**src/rtl/antiring_multi.sv**
```systemverilog
// Multi-channel anti-chatter RS latch: 2-flop sync, consecutive-low
// filter per input, registered latch with edge pulses and conflict flag.
module antiring_multi #(
  parameter int CHANNELS = 4,
  parameter int SET_LEN  = 8,
  parameter int RST_LEN  = 8,
  parameter int MODE     = 0,
  parameter bit INIT_Q   = 1'b0
) (
  input  logic                clock,
  input  logic                reset,
  input  logic [CHANNELS-1:0] s_n,
  input  logic [CHANNELS-1:0] r_n,
  output logic [CHANNELS-1:0] q,
  output logic [CHANNELS-1:0] q_rise,
  output logic [CHANNELS-1:0] q_fall,
  output logic [CHANNELS-1:0] conflict
);

  localparam int SW = $clog2(SET_LEN + 1);
  localparam int RW = $clog2(RST_LEN + 1);
  localparam logic [SW-1:0] SMAX = SW'(SET_LEN);
  localparam logic [RW-1:0] RMAX = RW'(RST_LEN);

  logic [CHANNELS-1:0] s_meta_q, s_sync_q;
  logic [CHANNELS-1:0] r_meta_q, r_sync_q;
  logic [SW-1:0]       s_cnt_q [CHANNELS];
  logic [SW-1:0]       s_cnt_d [CHANNELS];
  logic [RW-1:0]       r_cnt_q [CHANNELS];
  logic [RW-1:0]       r_cnt_d [CHANNELS];
  logic [CHANNELS-1:0] s_act, r_act;
  logic [CHANNELS-1:0] q_q, q_d;
  logic [CHANNELS-1:0] qprev_q;
  logic [CHANNELS-1:0] rise_q, fall_q;
  logic [CHANNELS-1:0] conf_q;

  always_comb begin
    for (int i = 0; i < CHANNELS; i++) begin
      s_act[i] = (s_cnt_q[i] == SMAX);
      r_act[i] = (r_cnt_q[i] == RMAX);
      if (s_sync_q[i])
        s_cnt_d[i] = '0;
      else if (!s_act[i])
        s_cnt_d[i] = s_cnt_q[i] + SW'(1);
      else
        s_cnt_d[i] = s_cnt_q[i];
      if (r_sync_q[i])
        r_cnt_d[i] = '0;
      else if (!r_act[i])
        r_cnt_d[i] = r_cnt_q[i] + RW'(1);
      else
        r_cnt_d[i] = r_cnt_q[i];
    end
  end

  // Dominance when both requests are qualified is fixed by MODE.
  always_comb begin
    q_d = q_q;
    for (int i = 0; i < CHANNELS; i++) begin
      case ({s_act[i], r_act[i]})
        2'b10:   q_d[i] = 1'b1;
        2'b01:   q_d[i] = 1'b0;
        2'b11: begin
          if (MODE == 0)      q_d[i] = 1'b0;
          else if (MODE == 1) q_d[i] = 1'b1;
          else                q_d[i] = q_q[i];
        end
        default: q_d[i] = q_q[i];
      endcase
    end
  end

  always_ff @(posedge clock or posedge reset) begin
    if (reset) begin
      s_meta_q <= '1;
      s_sync_q <= '1;
      r_meta_q <= '1;
      r_sync_q <= '1;
      for (int i = 0; i < CHANNELS; i++) begin
        s_cnt_q[i] <= '0;
        r_cnt_q[i] <= '0;
      end
      q_q     <= {CHANNELS{INIT_Q}};
      qprev_q <= {CHANNELS{INIT_Q}};
      rise_q  <= '0;
      fall_q  <= '0;
      conf_q  <= '0;
    end else begin
      s_meta_q <= s_n;
      s_sync_q <= s_meta_q;
      r_meta_q <= r_n;
      r_sync_q <= r_meta_q;
      for (int i = 0; i < CHANNELS; i++) begin
        s_cnt_q[i] <= s_cnt_d[i];
        r_cnt_q[i] <= r_cnt_d[i];
      end
      q_q     <= q_d;
      qprev_q <= q_q;
      rise_q  <= q_q & ~qprev_q;
      fall_q  <= ~q_q & qprev_q;
      conf_q  <= s_act & r_act;
    end
  end

  assign q        = q_q;
  assign q_rise   = rise_q;
  assign q_fall   = fall_q;
  assign conflict = conf_q;

endmodule
```
**config.mk**
```make
export PLATFORM = sky130hd
export DESIGN_NAME = antiring_multi
export DESIGN_NICKNAME = d
export VERILOG_FILES = /design/src/rtl/antiring_multi.sv
export SDC_FILE = /design/constraint.sdc
export NUM_CORES = 1
export LEC_CHECK = 0
export ABC_AREA = 1
export CORE_UTILIZATION = 51
export DETAILED_ROUTE_END_ITERATION = 6
export PLACE_DENSITY = 0.75
export SYNTH_ARGS = -nofsm -noshare
export SYNTH_HDL_FRONTEND = slang
export SYNTH_SLANG_ARGS = --single-unit
```
**constraint.sdc**
```tcl
create_clock -name clock -period 2.5 [get_ports clock]
set_input_delay 0.75 -clock clock [delete_from_list [all_inputs] [get_ports clock]]
set_output_delay 0.75 -clock clock [all_outputs]
set_load 0.1 [all_outputs]
```
# --- Yosys cells after proc, flatten, opt, wreduce, memory -nomap -nowiden ---
# Index checks and enable logic that the tools add are counted.
word_totals:
  inputBits: 10
  regBits: 68
  elab_cells: 89
op_classes:
  bitwise_logic: 5
  n_reduce_logical: 8
  add_sub_neg: 8
  muxes: 20
  eq_ne: 28
op_table:
  columns: ["op", "n"]
  rows:
  - ["4-bit 2-to-1 mux", 16]
  - ["4-bit by 1-bit adder with 4-bit output, second input constant", 8]
  - ["4-bit equality test, second input constant", 8]
  - ["2-bit equality test, second input constant", 8]
  - ["2-bit inequality test, second input constant", 8]
  - ["4-bit bitwise AND", 3]
  - ["2-bit by 1-bit equality test with 1-bit output, second input constant", 4]
  - ["4-bit NOT", 2]
  - ["1-bit one-hot mux with 2 select lines", 4]
  - ["2-bit nonzero test", 4]
  - ["2-bit OR reduction", 4]

# --- Logic depth before layout (Yosys ltp) ---
# Gate-level depths: netlist (run 1).
logic_depth:
  depth_word: 4
  ltp_mapped: 6
  ltp_nobuf: 6

# --- Worst setup path after synthesis (run 1) ---
# Ideal clock, no wire load.
synth_path:
  path_type: "flip-flop to output port"
  from: "reg q_q[0] (netlist: q[0])"
  to: "out q[0]"
  setup_slack_ns: 0.826
  path_stages_with_launch: 1
  path_buffers: 0
  arrival_time_ns: 0.924
  path_cell_list: "dfrtp_1"
synth_lines:
  columns: ["element", "line", "rtl"]
  rows:
  - ["start, declared", "32", "logic [CHANNELS-1:0] q_q, q_d;"]
  - ["start signal, assigned", "83", "q_q <= {CHANNELS{INIT_Q}};"]
  - ["start signal, assigned", "97", "q_q <= q_d;"]
  - ["end, declared", "14", "output logic [CHANNELS-1:0] q,"]
# No word-level cell between the ends.

# --- Worst setup path after layout (run 1) ---
layout_path:
  from: "reg q_q[3] (netlist: q[3])"
  to: "out q[3]"
# No word-level cell between the ends.

==> results of run 1 <==
==> kinds of logic (layout without fill, tap and decap cells) <==
logic type	Yosys count	count (layout)	share of synthesized area, %
AOI/OAI and AO/OA	12	12	2.119
buffers and inverters	57	99	7.549
adders and majority gates	16	16	7.064
DFF	68	68	60.75
and+or+nand+nor	140	140	22.52
==> routing by layer <==
metal	track usage (%)	wire length [um]	up-vias
met3	5.868	178	10
li1	-	-	999
met5	0	0	-
met2	28.74	2111	37
met1	20.98	1904	931
met4	11.15	102	0
==> synthesized netlist by cell type <==
master   instances
inv_1           54
dfrtp_1         52
nand2_1         48
nand3_1         48
nor2_1          25
dfstp_2         16
ha_1            16
nand4_1          7
o21ai_0          6
nor3_1           5
a21oi_1          4
nor2_2           4
inv_2            3
nor3_2           3
o21ai_1          2
==> metrics by stage <==
step | cells | hold WS [ns] | cell area (um^2) | power (W) | utilization (%)
global placement | 389 | 0.3460 | 3152 | 0.001741 | 60.18
floorplan | 293 | 0.3452 | 2834 | 0.001636 | -
detailed placement | 389 | 0.3468 | 3152 | 0.001754 | 60.18
CTS | 405 | 0.3571 | 3331 | 0.002555 | 63.59
finish | 405 | 0.3578 | 3331 | 0.002522 | 63.59
global route | 405 | 0.3578 | 3331 | 0.002644 | 63.59
==> path summary, 6_finish.rpt <==
kind / startpoint / endpoint / cells past startpoint / slack [ns]
setup reg to reg: r_cnt_q[12] / r_cnt_q[12] / 6 / 1.30
hold reg to reg: r_meta_q[2] / r_sync_q[2] / 0 / 0.36
hold / removal: r_meta_q[2] / r_sync_q[2] / 0 / 0.36
min in group asynchronous: reset / r_cnt_q[0] / 2 / 0.70
setup / recovery: q[3] / q[3] / 1 / 0.67
max in group asynchronous: reset / s_sync_q[0] / 3 / 1.16
==> power by group <==
group	internal, W	switching, W
clock network	0.000388	0.000403
registers	0.00120	0.0000711
logic	0.000109	0.000353
==> layout by cell type (no fill, tap or decap), types with 2 or more instances in the layout <==
cell type	synthesis	routed
inv_1	54	53
clkdlybuf4s50_1	0	9
nor2_2	4	4
clkinv_4	0	2
clkbuf_8	0	10
nor3_2	3	3
dfrtp_1	52	52
o21ai_0	6	6
o21ai_1	2	2
nor3_1	5	5
ha_1	16	16
a21oi_1	4	4
nor2_1	25	25
clkinvlp_4	0	2
nand4_1	7	7
inv_2	3	4
nand3_1	48	48
dfstp_2	16	16
buf_4	0	16
nand2_1	48	48
==> final cells by class <==
cell class              instances  area (um^2)  share of cell area, %
clock buffers                  11        141.4                  4.245
multi-input cells             168        898.4                  26.97
repair buffers                 26        230.2                  6.912
flip-flops and latches         68         1722                  51.69
well taps                      70        87.58                  2.630
inverters                      57        214.0                  6.424
clock inverters                 5        37.54                  1.127
==> flip-flops by register name, indices dropped and copies added (netlist names) <==
register and cells:
r_cnt_q 16, s_cnt_q 16, q_fall 4, s_sync_q 4
q 4, s_meta_q 4, r_sync_q 4, conflict 4
qprev_q 4, r_meta_q 4, q_rise 4
==> metrics.txt, run 1 <==
vias per cell 4.881; Synth top area share 45.92%; Die Area 5859 um^2; unrepaired setup endpoints after global routing false; Post-DRT Antenna Nets 0; DR WL/cell 10.61 um; run status completed; Power Dens Cells 757.2 nW/um^2; max frequency 547.4 MHz; slowest CP cell dfrtp_1; Overflow after GRT 0; insertion delay to the later sink of the worst-skew pair 0.34 ns; Die Width 76.55 um; HPWL Detailed 2.940 mm; CP arrival 1.08 ns; Top Family by Delay on Critical Path flip-flops; TritonCTS clock tree done; initial antenna violation count 0; first-pass GRT wire length 8.066 mm; core box area 5238 um^2; DRC viols 0; clk sinks 68; CTS Hold Bufs 0; Crit Path Class flip-flop to output pin; I/O Buffers 25; Hold Path Class flip-flop to flip-flop; CTS Buf Count 9; syn avg cell area 9.672 um^2; share of layout cells above drive strength 1 17.61%; largest net degree at the start of global routing 52; min cycle time layout 1.827 ns; vias in the first global route 1941; pre-CTS setup slack 0.7675 ns; CTS Root Cell clkbuf_8; Final Cycle Share 73.07%; Final Skew 0.008354 ns; CP Launch Type flip-flop; max-slew violations 0; fill cell count 423; Tot GR Track Use 17.99%; clock-pin slew on the worst setup and hold paths 0.07 ns; sequential area share after synthesis 60.75%; # rows 26; number of DRC markers in iteration 0 148; number of diodes 0; Fin. Hold Viols 0; Cell Chain, Critical Path buf_4; Synth area leaders dfrtp_1 46%, dfstp_2 15%, nand3_1 8.5%; Syn Nets 319; Worst Path Buf+Inv 1; Area Growth Syn to Fin 17.53%; I/O pin count 26; Final TNS setup 0 ns; post-synthesis register bit count 68; Cell variety after synth 15; CP max stage delay 0.41 ns; chip height 76.55 um; total number of vias 1977; final worst setup slack 0.6732 ns; warnings from Yosys 0; Relative slew margins 74.95%; # resized after CTS 0; CTS HTree Levels 3; total leakage power 1.738 nW; CP endpoint kind output pin; Max Root-Sink Buffers 2; final setup fails 0; largest area contributor in the netlist dfrtp_1; Post-Syn Instances 293; drt pass-1 iters 4; CP max FO 4; Total Routed Length 4.297 mm; Worst-Margin Slew 0.3752 ns; Max VDD drop 0.0005468 V; Post-CTS Setup Repair Bufs 0; Nets 356; Initial Util 54.11%; WP data required 1.75 ns; Synth Cell Area 2834 um^2; Max Cap Violations 0; gpl congestion 0.8248
Power figures use the tool's default switching activity.
==> inputs of run 2 (changes only) <==
- CORE_UTILIZATION: 51 -> 55
- PLACE_DENSITY: 0.75 -> 0.77
- clock period: 2.5 -> 1.9 ns (I/O delays scaled with it)
==> run 2 against run 1 <==
Combinational power is 56% higher; clock skew is 0.0014 ns lower; die area is 7.1% lower; utilization is 9.1 points higher; critical path depth stayed put.
==> metrics.txt, run 2 (same netlist as run 1, synthesis figures left out) <==
TritonCTS clock tree done; DR WL/cell 11.25 um; Nets 356; initial antenna violation count 0; max-slew violations 0; Largest regs r_cnt_q x16, s_cnt_q x16; slowest CP cell dfrtp_1; min cycle time layout 1.549 ns; Crit Path Class flip-flop to output pin; I/O pin count 26; Cell Chain, Critical Path buf_12; HPWL Detailed 3.287 mm; fill cell count 344; most frequent cells in the layout 53 x inv_1, 52 x dfrtp_1, 48 x nand2_1, 48 x nand3_1, 25 x nor2_1; total leakage power 1.785 nW; R2R cell count 6; vias in the first global route 1891; Relative slew margins 77.32%; max frequency 645.5 MHz; Fin. Hold Viols 0; clock-pin slew on the worst setup and hold paths 0.06 ns; Power Dens Cells 977.3 nW/um^2; WP data required 1.33 ns; Worst-Margin Slew 0.3402 ns; Post-Layout Cell Count 402; Overflow after GRT 0; Die Area 5443 um^2; CP Launch Type flip-flop; largest net degree at the start of global routing 69; Placed Cells 386; Post-CTS Setup Repair Bufs 0; CP arrival 0.98 ns; Die Width 73.78 um; Final TNS setup 0 ns; Post-DRT Antenna Nets 0; share of layout cells above drive strength 1 17.01%; clk sinks 68; final instance area 3525 um^2; gpl congestion 0.7417; CTS Buf Count 9; CP max FO 4; I/O Buffers 25; drt pass-1 iters 4; DRC viols 0; Top Family by Delay on Critical Path flip-flops; number of diodes 0; vias per cell 4.963; Worst path depth 1; CTS Root Cell clkbuf_8; Tot GR Track Use 20.23%; CTS Hold Bufs 0; Max VDD drop 0.0007361 V; run status completed; pre-CTS setup slack 0.5416 ns; Max Root-Sink Buffers 2; number of DRC markers in iteration 0 141; chip height 73.78 um; Worst Path Buf+Inv 1; CP max stage delay 0.44 ns; final worst setup slack 0.3509 ns; final setup fails 0; Final Cycle Share 81.53%; WHS 0.3548 ns; unrepaired setup endpoints after global routing false; total number of vias 1995; Final Skew 0.006968 ns; CP endpoint kind output pin; # resized after CTS 0; most common cell after layout, fill and taps aside inv_1; first-pass GRT wire length 7.990 mm; Area Growth Syn to Fin 24.37%; Max Cap Violations 0; insertion delay to the later sink of the worst-skew pair 0.33 ns; # rows 25; Initial Util 58.45%; core box area 4848 um^2; Total Routed Length 4.522 mm; Hold Path Class flip-flop to flip-flop; Cells on Worst Hold Path 0; CTS HTree Levels 3; Cell Area, Placed 3352 um^2
==> run 2: cell types whose count changed in the layout (fill, tap and decap cells not counted), moves of 2 or more <==
cell	change
buf_12	+16
buf_4	-16
clkbuf_1	+2
clkinv_4	-2
==> run 2: power breakdown <==
group / total, W / internal [W] / switching [W]
Sequential: 0.00170 / 0.00158 / 0.000120
Combinational: 0.000718 / 0.000252 / 0.000466
Clock: 0.00103 / 0.000542 / 0.000485
Total: 0.00344 / 0.00237 / 0.00107
==> run 2: worst paths after layout <==
check                      slack, ns           to   startpoint
hold / removal                  0.35  s_sync_q[2]  s_meta_q[2]
setup reg to reg                0.73  s_cnt_q[13]  s_cnt_q[12]
min in group asynchronous       0.67    q_fall[3]        reset
max in group asynchronous       0.90  s_sync_q[2]        reset
setup / recovery                0.35         q[1]         q[1]
hold reg to reg                 0.35  s_sync_q[2]  s_meta_q[2]
==> run 2: stage by stage <==
| step | total power, W | util (%) |
|---|---|---|
| floorplan | 0.002153 | - |
| global placement | 0.002426 | 69.14 |
| global route | 0.003615 | 72.70 |
| finish | 0.003445 | 72.70 |
| detailed placement | 0.002450 | 69.14 |
| CTS | 0.003482 | 72.70 |
==> run 2: final cells by class <==
type,count,area (um^2),share of cell area (%)
inverters,57,217.7,6.177
well taps,67,83.83,2.378
clock inverters,2,10.01,0.2840
multi-input cells,168,898.4,25.49
repair buffers,26,430.4,12.21
clock buffers,14,162.7,4.615
flip-flops and latches,68,1722,48.85
==> run 2: metal layers <==
| metal | track usage [%] | part of all wire [%] | vias to the layer above |
|---|---|---|---|
| li1 | - | - | 999 |
| met1 | 25.02 | 44 | 959 |
| met2 | 33.44 | 51 | 33 |
| met3 | 5.761 | 3.2 | 4 |
| met4 | 8.333 | 1.1 | 0 |
| met5 | 0 | 0 | - |
==> inputs of run 3 (changes only) <==
- clock period: 1.9 -> 1.58 ns (I/O delays scaled with it)
==> run 3 against run 2 <==
Worst setup slack got worse by 0.25 ns; worst hold slack got worse by 0.0027 ns; sequential cell count unchanged; sequential power increased by 21%.
==> metrics.txt, run 3 (same netlist as run 1, synthesis figures left out) <==
CP arrival 1.01 ns; I/O pin count 26; Max Cap Violations 0; Nets 359; core box area 4848 um^2; CTS Root Cell clkbuf_8; most common cell after layout, fill and taps aside inv_1; largest net degree at the start of global routing 20; Relative slew margins 81.37%; Overflow after GRT 0; Cell Area, Placed 3400 um^2; Cell Chain, Critical Path buf_12; Max VDD drop 0.0008579 V; fill cell count 318; DRC viols 0; Worst Path Buf+Inv 1; TritonCTS clock tree done; initial antenna violation count 0; CTS Hold Bufs 0; min cycle time layout 1.480 ns; Total Routed Length 4.955 mm; first-pass GRT wire length 8.687 mm; slack of the worst reg-to-reg path 0.37 ns; Max Root-Sink Buffers 2; Power Dens Cells 1237 nW/um^2; DR WL/cell 12.23 um; CTS Buf Count 9; gpl congestion 0.8260; CP Launch Type flip-flop; CP endpoint kind output pin; WP data required 1.11 ns; Final Skew 0.01054 ns; CP max FO 4; Hold Path Class flip-flop to flip-flop; run status completed; chip height 73.78 um; Die Width 73.78 um; CP max stage delay 0.46 ns; area of the multi-input gates 898.4 um^2; insertion delay to the later sink of the worst-skew pair 0.34 ns; Area Growth Syn to Fin 27.59%; clk sinks 68; final setup fails 0; Post-DRT Antenna Nets 0; Crit Path Class flip-flop to output pin; slowest CP cell dfrtp_1; sequential cell area 1722 um^2; number of diodes 0; # rows 25; max frequency 675.7 MHz; Top Family by Delay on Critical Path flip-flops; unrepaired setup endpoints after global routing false; Final Cycle Share 93.66%; vias per cell 5.040; clock-pin slew on the worst setup and hold paths 0.07 ns; drt pass-1 iters 4; number of DRC markers in iteration 0 83; Largest regs r_cnt_q x16, s_cnt_q x16; Worst-Margin Slew 0.2789 ns; Final TNS setup 0 ns; Initial Util 58.45%; Fin. Hold Viols 0; CTS HTree Levels 3; Die Area 5443 um^2; Tot GR Track Use 21.80%; vias in the first global route 2059; max-slew violations 0; I/O Buffers 25; most frequent cells in the layout 53 x inv_1, 52 x dfrtp_1, 48 x nand2_1, 48 x nand3_1, 25 x nor2_1; # resized after CTS 0; share of layout cells above drive strength 1 18.34%; total number of vias 2041; Post-CTS Setup Repair Bufs 0; final instance area 3616 um^2; total leakage power 1.832 nW; HPWL Detailed 3.590 mm
run 3: per-stage QoR:
stage	hold slack [ns]	total power (W)	util [%]	setup slack, ns	cells
CTS	0.3565	0.004529	74.58	0.08883	405
detailed placement	0.3468	0.002966	70.12	0.3043	389
floorplan	0.3452	0.002589	-	0.1819	293
finish	0.3522	0.004474	74.58	0.1001	405
global placement	0.3454	0.002937	70.12	0.3186	389
global route	0.3616	0.004668	74.58	0.05777	405
run 3: final timing paths:
check,from,end,cells past startpoint
hold reg to reg,s_meta_q[1],s_sync_q[1],0
setup reg to reg,r_cnt_q[8],r_cnt_q[8],6
setup / recovery,q[0],q[0],1
min in group asynchronous,reset,r_cnt_q[15],2
max in group asynchronous,reset,s_sync_q[3],3
hold / removal,s_meta_q[1],s_sync_q[1],0
run 3: per-layer routing:
| layer | track usage, % | wire length (um) | vias to the layer above |
|---|---|---|---|
| met4 | 10.26 | 86 | 0 |
| li1 | - | - | 1006 |
| met1 | 25.05 | 2201 | 988 |
| met2 | 37.41 | 2507 | 37 |
| met5 | 0 | 0 | - |
| met3 | 6.310 | 160 | 10 |
run 3: area by class of cell:
cell class	instances	share of cell area (%)
flip-flops and latches	68	47.61
multi-input cells	168	24.84
repair buffers	29	13.22
inverters	57	6.021
clock buffers	11	3.910
well taps	67	2.318
clock inverters	5	2.076
run 3: power breakdown:
group / leakage [nW] / internal (W) / switching [W]
clock: 0.113 / 0.000924 / 0.000623
sequential: 0.869 / 0.00190 / 0.000149
combinational: 0.850 / 0.000315 / 0.000565
